### src/rtl/lsu_pkg.sv
// Shared types and constants for the data-memory load/store unit.
package lsu_pkg;

  typedef enum logic [1:0] {
    StIdle,
    StBusy,
    StDone
  } lsu_state_e;

  localparam logic [2:0] F3_B  = 3'b000;
  localparam logic [2:0] F3_H  = 3'b001;
  localparam logic [2:0] F3_W  = 3'b010;
  localparam logic [2:0] F3_BU = 3'b100;
  localparam logic [2:0] F3_HU = 3'b101;

  localparam int unsigned MaxWaitDefault = 15;
  localparam int unsigned WaitCntW       = 4;

  // Byte-lane enables for an access of the given size at byte offset off.
  function automatic logic [3:0] lane_enables(input logic [2:0] funct3, input logic [1:0] off);
    logic [3:0] be;
    case (funct3)
      F3_B, F3_BU: be = 4'b0001 << off;
      F3_H, F3_HU: be = 4'b0011 << off;
      default:     be = 4'b1111;
    endcase
    return be;
  endfunction

  function automatic logic funct3_illegal(input logic [2:0] funct3, input logic is_store);
    logic bad;
    case (funct3)
      F3_B, F3_H, F3_W: bad = 1'b0;
      F3_BU, F3_HU:     bad = is_store;
      default:          bad = 1'b1;
    endcase
    return bad;
  endfunction

  function automatic logic misaligned(input logic [2:0] funct3, input logic [1:0] off);
    logic mis;
    case (funct3)
      F3_H, F3_HU: mis = off[0];
      F3_W:        mis = (off != 2'b00);
      default:     mis = 1'b0;
    endcase
    return mis;
  endfunction

endpackage

### src/rtl/data_mem_lsu_load_formatter.sv
// Selects the addressed byte/half of a memory word and sign- or zero-extends it.
module load_formatter
  import lsu_pkg::*;
#(
  parameter int unsigned DATA_W = 32
) (
  input  logic [2:0]        funct3_i,
  input  logic [1:0]        off_i,
  input  logic [DATA_W-1:0] word_i,
  output logic [DATA_W-1:0] result_o
);

  logic [7:0]  byte_sel;
  logic [15:0] half_sel;

  always_comb begin
    byte_sel = word_i[{off_i, 3'b000} +: 8];
    half_sel = word_i[{off_i[1], 4'b0000} +: 16];
    case (funct3_i)
      F3_B:    result_o = {{(DATA_W - 8){byte_sel[7]}}, byte_sel};
      F3_H:    result_o = {{(DATA_W - 16){half_sel[15]}}, half_sel};
      F3_BU:   result_o = {{(DATA_W - 8){1'b0}}, byte_sel};
      F3_HU:   result_o = {{(DATA_W - 16){1'b0}}, half_sel};
      default: result_o = word_i;
    endcase
  end

endmodule

### src/rtl/data_mem_lsu.sv
// Load/store unit between the core MEM stage and a word-organised data SRAM with a
// variable-latency ready handshake; stalls the core while an access is in flight.
module data_mem_lsu
  import lsu_pkg::*;
#(
  parameter int unsigned DATA_W   = 32,
  parameter int unsigned ADDR_W   = 9,
  parameter int unsigned MAX_WAIT = MaxWaitDefault
) (
  input  logic              clk,
  input  logic              reset,
  input  logic              mem_read,
  input  logic              mem_write,
  input  logic [2:0]        funct3,
  input  logic [ADDR_W-1:0] addr,
  input  logic [DATA_W-1:0] wr_data,
  output logic [DATA_W-1:0] rd_data,
  output logic              stall,
  output logic              fault,
  output logic              bus_err,
  output logic              mem_req,
  output logic              mem_we,
  output logic [ADDR_W-3:0] mem_addr,
  output logic [3:0]        mem_be,
  output logic [DATA_W-1:0] mem_wdata,
  input  logic              mem_ready,
  input  logic [DATA_W-1:0] mem_rdata
);

  lsu_state_e          state_q, state_d;
  logic [WaitCntW-1:0] cnt_q, cnt_d;
  logic                mem_req_q, mem_req_d;
  logic                mem_we_q, mem_we_d;
  logic [ADDR_W-3:0]   mem_addr_q, mem_addr_d;
  logic [3:0]          mem_be_q, mem_be_d;
  logic [DATA_W-1:0]   mem_wdata_q, mem_wdata_d;
  logic [DATA_W-1:0]   rd_data_q, rd_data_d;
  logic                is_load_q, is_load_d;
  logic [2:0]          f3_q, f3_d;
  logic [1:0]          off_q, off_d;
  logic                timeout_q, timeout_d;

  logic                req;
  logic                bad_access;
  logic [DATA_W-1:0]   wdata_repl;
  logic [DATA_W-1:0]   load_fmt;

  localparam logic [WaitCntW-1:0] CntLast = WaitCntW'(MAX_WAIT - 1);

  // Formatting uses the captured size/offset so the core may change addr while stalled.
  load_formatter #(
    .DATA_W(DATA_W)
  ) u_load_formatter (
    .funct3_i(f3_q),
    .off_i   (off_q),
    .word_i  (mem_rdata),
    .result_o(load_fmt)
  );

  assign req        = mem_read | mem_write;
  assign bad_access = funct3_illegal(funct3, mem_write) | misaligned(funct3, addr[1:0]);

  always_comb begin
    case (funct3)
      F3_B, F3_BU: wdata_repl = {(DATA_W / 8){wr_data[7:0]}};
      F3_H, F3_HU: wdata_repl = {(DATA_W / 16){wr_data[15:0]}};
      default:     wdata_repl = wr_data;
    endcase
  end

  always_comb begin
    state_d     = state_q;
    cnt_d       = cnt_q;
    mem_req_d   = mem_req_q;
    mem_we_d    = mem_we_q;
    mem_addr_d  = mem_addr_q;
    mem_be_d    = mem_be_q;
    mem_wdata_d = mem_wdata_q;
    rd_data_d   = rd_data_q;
    is_load_d   = is_load_q;
    f3_d        = f3_q;
    off_d       = off_q;
    timeout_d   = timeout_q;
    stall       = 1'b0;
    fault       = 1'b0;
    bus_err     = 1'b0;

    case (state_q)
      StIdle: begin
        if (req) begin
          if (bad_access) begin
            fault = 1'b1;
          end else begin
            stall       = 1'b1;
            state_d     = StBusy;
            cnt_d       = '0;
            mem_req_d   = 1'b1;
            // Store wins when both request lines are raised.
            mem_we_d    = mem_write;
            is_load_d   = ~mem_write;
            mem_addr_d  = addr[ADDR_W-1:2];
            mem_be_d    = lane_enables(funct3, addr[1:0]);
            mem_wdata_d = wdata_repl;
            f3_d        = funct3;
            off_d       = addr[1:0];
            timeout_d   = 1'b0;
          end
        end
      end

      StBusy: begin
        stall = 1'b1;
        if (mem_ready) begin
          if (is_load_q) begin
            rd_data_d = load_fmt;
          end
          mem_req_d = 1'b0;
          mem_we_d  = 1'b0;
          state_d   = StDone;
        end else if (cnt_q == CntLast) begin
          if (is_load_q) begin
            rd_data_d = '0;
          end
          mem_req_d = 1'b0;
          mem_we_d  = 1'b0;
          timeout_d = 1'b1;
          state_d   = StDone;
        end else begin
          cnt_d = cnt_q + WaitCntW'(1);
        end
      end

      StDone: begin
        bus_err   = timeout_q;
        timeout_d = 1'b0;
        state_d   = StIdle;
      end

      default: state_d = StIdle;
    endcase
  end

  always_ff @(posedge clk) begin
    if (reset) begin
      state_q     <= StIdle;
      cnt_q       <= '0;
      mem_req_q   <= 1'b0;
      mem_we_q    <= 1'b0;
      mem_addr_q  <= '0;
      mem_be_q    <= '0;
      mem_wdata_q <= '0;
      rd_data_q   <= '0;
      is_load_q   <= 1'b0;
      f3_q        <= '0;
      off_q       <= '0;
      timeout_q   <= 1'b0;
    end else begin
      state_q     <= state_d;
      cnt_q       <= cnt_d;
      mem_req_q   <= mem_req_d;
      mem_we_q    <= mem_we_d;
      mem_addr_q  <= mem_addr_d;
      mem_be_q    <= mem_be_d;
      mem_wdata_q <= mem_wdata_d;
      rd_data_q   <= rd_data_d;
      is_load_q   <= is_load_d;
      f3_q        <= f3_d;
      off_q       <= off_d;
      timeout_q   <= timeout_d;
    end
  end

  assign rd_data   = rd_data_q;
  assign mem_req   = mem_req_q;
  assign mem_we    = mem_we_q;
  assign mem_addr  = mem_addr_q;
  assign mem_be    = mem_be_q;
  assign mem_wdata = mem_wdata_q;

endmodule

### config.mk
export PLATFORM = sky130hd
export DESIGN_NAME = data_mem_lsu
export DESIGN_NICKNAME = d
export VERILOG_FILES = /design/src/rtl/lsu_pkg.sv /design/src/rtl/data_mem_lsu_load_formatter.sv /design/src/rtl/data_mem_lsu.sv
export SDC_FILE = /design/constraint.sdc
export NUM_CORES = 1
export LEC_CHECK = 0
export CAP_MARGIN = 0
export CORE_MARGIN = 2
export CORE_UTILIZATION = 41
export DETAILED_ROUTE_END_ITERATION = 8
export HOLD_SLACK_MARGIN = 0.03
export PLACE_DENSITY = 0.82
export SLEW_MARGIN = 15
export SYNTH_ARGS = -nofsm -noshare
export SYNTH_HDL_FRONTEND = slang
export SYNTH_HIERARCHICAL = 1
export SYNTH_SLANG_ARGS = --single-unit
### constraint.sdc
create_clock -name clk -period 2 [get_ports clk]
set_clock_uncertainty 0.1 [all_clocks]
set_input_delay 0.6 -clock clk [delete_from_list [all_inputs] [get_ports clk]]
set_output_delay 0.6 -clock clk [all_outputs]
set_load 0.1 [all_outputs]
# Yosys cells after proc, flatten, opt, wreduce, memory -nomap -nowiden
# Index checks and enable logic that the tools add are counted.
[totals]
register_bits = 90
latchBits = 0
ram_bits = 0
rom_bits = 0
mem_count = 0
word_cells = 93
in_bits = 81
[classes]
n_eq_ne = 16
order_cmp = 0
n_shift = 4
n_mux = 39
div = 0
mul = 0
addsub = 1
bitwise_logic = 4
n_reduce_logical = 17
[ops]
columns = ["op", "count"]
rows = [
  ["$mux W32", 4],
  ["$pmux W32 S4", 1],
  ["$pmux W32 S2", 1],
  ["$shiftx A32 B6 Y16", 1],
  ["$shiftx A32 B6 Y8", 1],
  ["$mux W1", 16],
  ["$mux W4", 4],
  ["$pmux W4 S2", 2],
  ["$eq A3 B3 Y1 const B", 4],
  ["$ne A2 B2 Y1 const B", 5],
  ["$pmux W1 S2", 5],
  ["$reduce_and A5 Y1", 2],
  ["$reduce_and A3 Y1", 3],
  ["$mux W2", 4],
  ["$eq A3 B1 Y1 const B", 2],
  ["$logic_not A3 Y1", 2],
  ["$reduce_bool A2 Y1", 3],
  ["$reduce_or A2 Y1", 3],
  ["$add A4 B1 Y4 const B", 1],
  ["$eq A4 B4 Y1 const B", 1],
  ["$pmux W2 S2", 1],
  ["$reduce_and A4 Y1", 1],
  ["$shl A1 B2 Y4 const A", 1],
  ["$shl A2 B2 Y4 const A", 1],
  ["other kinds (10)", 12],
]

# Depth between registers and ports, before layout
[logic_depth]
ltp_word = 7
depth_mapped = 8
depth_no_buf = 6

# Modules after synthesis
# The synthesis kept the hierarchy.
[by_module_without_submodules]
columns = ["mod", "cells_each", "area_each_um2", "seq_area_each_um2", "n_inst"]
rows = [
  ["data_mem_lsu", 418, 3718.6, 1801.7, 1],
  ["load_formatter", 121, 949.7, 0.0, 1],
]

# Worst setup path before layout
# Ideal clock, no wire load.
[synth_path]
path_kind = "input port to output port"
start = "input port funct3[1]"
end = "output port fault"
n_path_buf = 1
path_slack_ns = -2.484
required_ns = 1.300
arrival_time_ns = 3.784
path_stages = 3
cell_sequence = "clkbuf_1 -> a221oi_2 -> nor4_1"
[synth_via]
elab_chain_cells = 7
word_cells_on_any_way = 14
classes_between = "eq/ne: 4; mux: 5; bitwise: 1; reduce/logical: 4"
[synth_rtl]
columns = ["item", "line_no", "text"]
rows = [
  ["from (decl)", "data_mem_lsu.sv:14", "input logic [2:0] funct3,"],
  ["$eq A3 B1 Y1 (tied with other cells)", "lsu_pkg.sv:32, lsu_pkg.sv:42", ""],
  ["$reduce_or A3 Y1 (tied with other cells)", "lsu_pkg.sv:32", "case (funct3)"],
  ["$pmux W1 S2 (on tied branches)", "lsu_pkg.sv:32, lsu_pkg.sv:42", ""],
  ["$or A1 B1 Y1 *", "data_mem_lsu.sv:61", "assign bad_access = funct3_illegal(funct3, mem_write) | misaligned(funct3, addr[1:0]);"],
  ["$mux W1 *", "data_mem_lsu.sv:91", "if (bad_access) begin"],
  ["$mux W1 *", "data_mem_lsu.sv:90", "if (req) begin"],
  ["$mux W1 *", "data_mem_lsu.sv:88", "case (state_q)"],
  ["to (decl)", "data_mem_lsu.sv:19", "output logic fault,"],
]
# Mark *: on every way between the ends. The rest lies on a longest branch, timed or not.

# Worst setup path after layout
[layout_path]
start = "input port funct3[0]"
end = "output port stall"
[layout_via]
elab_chain_cells = 7
word_cells_on_any_way = 14
classes_between = "eq/ne: 4; mux: 5; bitwise: 1; reduce/logical: 4"
[layout_rtl]
columns = ["item", "line_no", "text"]
rows = [
  ["$eq A3 B1 Y1 (tied with other cells)", "lsu_pkg.sv:32, lsu_pkg.sv:42", ""],
  ["$reduce_or A3 Y1 (tied with other cells)", "lsu_pkg.sv:32", ""],
  ["$pmux W1 S2 (on tied branches)", "lsu_pkg.sv:32, lsu_pkg.sv:42", ""],
  ["$or A1 B1 Y1 *", "data_mem_lsu.sv:61", ""],
  ["$mux W1 *", "data_mem_lsu.sv:91", ""],
  ["$mux W1 *", "data_mem_lsu.sv:90", ""],
  ["$pmux W1 S2 *", "data_mem_lsu.sv:88", ""],
  ["to (decl)", "data_mem_lsu.sv:18", "output logic stall,"],
]
# Marks and branches as above.

==> summary.md <==
| Metric | Value |
|---|---|
| Fin nets | roughly 800 |
| Synth cell types | between 40 and 50 |
| First-pass GRT wire length | ~25000 um |
| Chip width | 111 um |
| Max-slew violations | 0 |
| Area growth, synth to finish | 69.0% |
| Drt drc | 0 |
| Worst-skew pair later-pin latency | around 0.34 ns |
| CP Class | primary input to primary output |
| Port buffer count | 160 |
| Vias | 4905 |
| Total gr overflow | 0 |
| Worst-Margin Slew | roughly 0.57 ns |
| Final HPWL from detailed placement | 11500 um |
| Initial drt markers | approximately 330 |
| Die Y-Extent | 111 um |
| Largest net degree at the start of global routing | 47 |
| Asr flop ratio synth | 0% |
| Period Utilization, post-route | 111% |
| Min Clock Period, post-route | approximately 2.2 ns |
| Setup ws final | -0.228 ns |
| CORE AREA | roughly 11000 sq um |
| WP data arrival | 1.53 ns |
| Outcome | finished, violations left |
| Startpoint types | primary input |
| CTS tree | built |
| WP data required | 1.30 ns |
| Cell chain of the critical path | buf_8 -> a221oi_4 -> o22ai_2 -> a21oi_4 -> buf_12 |
| WHS | slightly below 0.4 ns |
| Die ar. | ~12000 sq um |
| Routed len/inst | approximately 19 um |
| Post-synthesis cell count | between 500 and 600 |
| Buf+Inv Stages, Crit Path | 2 |
| Hold path depth | 2 |
| Slew margin rel. | between 60% and 70% |
| Site row count | 38 |
| Total Routed Length | 16000 um |
| Setup_tns | -0.401 ns |
| Share of the yosys chip area belonging to registers | 38.6% |
| GRT Total Usage | between 20% and 30% |
| Reg clk slew, reported paths | approximately 0.060 ns |
| Largest delay share family, worst path | compound AO/OA/AOI/OAI gates |
| Cells on worst reg2reg path | 5 |
| Max Cap Viol | 0 |
| Violated checks | setup timing |
| Syn nets | 622 |
| FF+latch count, synth | 90 |
| Pre-antenna DRT Iters | 5 |
| Clock tree buffer depth | 2 |
| Yosys warning count | 6 |
| Most used cells in the layout excluding fill and tap cells | buf_12 (91), dfxtp_1 (87), nand2_1 (68), clkdlybuf4s50_1 (68), nor2_1 (57) |
| Clk sinks | 90 |
| Vias in the first global route | around 5k |
| Root Buffer | clkbuf_16 |
| RSZ-0062 raised after global routing | yes |
| Initial Util | 42.5% |
| EDFF count, synth | 0 |
| Mean number of vias per cell | 5.70 |
| Commonest non-fill, non-tap cell in the layout | buf_12 |
| Setup Viol. Count Final | 2 |
| Final Hold Vio Count | 0 |
| CTS HTree Levels | 3 |
| Ports | 161 |
| Worst hold path class | register to register |
| Mapped Area | approximately 4700 sq um |
| Total CTS buffers | 9 |
| Filler cells | about 750 |
| RePlAce Congestion | between 0.8 and 0.9 |
| Critical Path Stages | 5 |
| CP Capture Type | primary output |
| Peak supply drop | roughly 0.56 mV |
| Power density over the cells | 696 nW/um^2 |
| Synth Flop Type | dfxtp_1 |
| Mapped Avg Cell Area | 8.66 sq um |
| Remaining antenna violation count | 0 |
| Initial antenna violation count | 0 |
| Share of layout cells above drive strength 1 | approximately 28% |
| CTS Hold Buffers Added | 0 |
| Crit path largest cell delay | 0.32 ns |
| Slowest cell on the critical path | a221oi_4 |
| Leak pwr | 3.05 nW |
| Critical path peak fanout | 3 |
| Antenna diodes | 0 |
| F_max | approximately 450 MHz |
==> worst paths after layout <==
| check | from | slack (ns) | end |
|---|---|---|---|
| worst min-delay path | mem_addr[1] | 0.39 | mem_addr[1] |
| worst max register to register | off_q[1] | 0.04 | rd_data[9] |
| worst max-delay path | funct3[0] | -0.23 | stall |
| worst min register to register | mem_addr[1] | 0.39 | mem_addr[1] |
==> power by group <==
part	total, mW	internal (mW)	switching (mW)
Sequential	1.98	1.88	0.0980
Clock	1.58	0.902	0.677
Combinational	1.93	0.806	1.12
==> area by class of cell <==
| class | count | area [sq um] | share of cell area (%) |
|---|---|---|---|
| repair buffers | 215 | 2960 | 37.6 |
| multi-input cells | 391 | 2640 | 33.4 |
| flip-flops and latches | 90 | 1810 | 22.9 |
| clock buffers | 13 | 260 | 3.30 |
| well taps | 140 | 175 | 2.22 |
| inverters | 9 | 33.8 | 0.428 |
| clock inverters | 2 | 12.5 | 0.159 |
==> worst min-delay path, stage by stage (launching register included) <==
cell and delay, ns:
dfxtp_1 0.33, nand2_1 0.06, a21oi_1 0.05
==> registers in the layout (all words and copies together) (netlist names) <==
signal	flops
is_load_q	1
cnt_q	4
timeout_q	1
off_q	2
mem_wdata	32
mem_req	1
mem_we	1
mem_addr	7
f3_q	3
state_q	2
mem_be	4
rd_data	32
==> routing by layer <==
| metal | vias to the layer above | part of all wire (%) | track usage (%) | routed length [um] |
|---|---|---|---|---|
| li1 | 2290 | - | - | - |
| met1 | 2363 | 38 | 27.8 | 6150 |
| met2 | 230 | 50 | 43.7 | 8060 |
| met3 | 22 | 9.5 | 9.51 | 1520 |
| met4 | 0 | 1.6 | 7.83 | 254 |
| met5 | - | 0 | 0 | 0 |
==> through the flow <==
step                      cells  setup slack (ns)  instance area [sq um]  power, mW  util, %
after floorplan             539            -0.510                   4720       3.12        -
after global placement      840            -0.704                   7500       3.85     68.3
after detailed placement    840            -0.729                   7500       3.89     68.3
after CTS                   856            -0.374                   7790       5.48     71.0
after global routing        860            -0.274                   7890       5.68     71.8
final                       860            -0.228                   7890       5.49     71.8
==> timing repair <==
item / 4_1_cts / 5_1_grt
pin swaps: 7 / 10
cloned: 0 / 1
gates resized for setup: 38 / 31
buffers inserted: 1 / 4
setup endpoints to repair: 83 / 19
==> Yosys cell counts, types with 2 or more instances <==
library cell / n / area (sq um)
nor2b_1: 26 / 163
o211ai_1: 9 / 67.6
o21ai_0: 10 / 50.1
mux2_2: 3 / 33.8
buf_2: 7 / 35.0
clkbuf_1: 30 / 113
nand2b_1: 2 / 12.5
buf_6: 7 / 78.8
buf_4: 3 / 22.5
inv_1: 8 / 30.0
nand3_1: 6 / 30.0
a211oi_1: 9 / 67.6
and3_1: 3 / 18.8
a311oi_2: 8 / 120
ha_1: 2 / 25.0
o211a_1: 2 / 20.0
nor2_1: 57 / 214
dfxtp_1: 90 / 1800
a221o_1: 8 / 80.1
o22a_1: 8 / 70.1
a21oi_1: 46 / 230
a22o_1: 8 / 70.1
a21oi_2: 14 / 123
a22oi_1: 32 / 240
or3_1: 3 / 18.8
nand3b_1: 8 / 60.1
nor3_1: 7 / 35.0
a31oi_1: 2 / 12.5
mux2i_1: 33 / 330
o21bai_1: 2 / 15.0
nand2_1: 68 / 255
==> cell families (layout without fill, tap and decap cells) <==
group	Yosys count	in the layout	share of synthesized area [%]
AOI/OAI and AO/OA	169	169	28.1
muxes	37	37	8.28
buffers and inverters	58	239	6.46
adders and majority gates	2	2	0.536
and+or+nand+nor	183	183	18.1
DFF	90	90	38.6
Note: power is estimated with default switching activity, not from simulation.
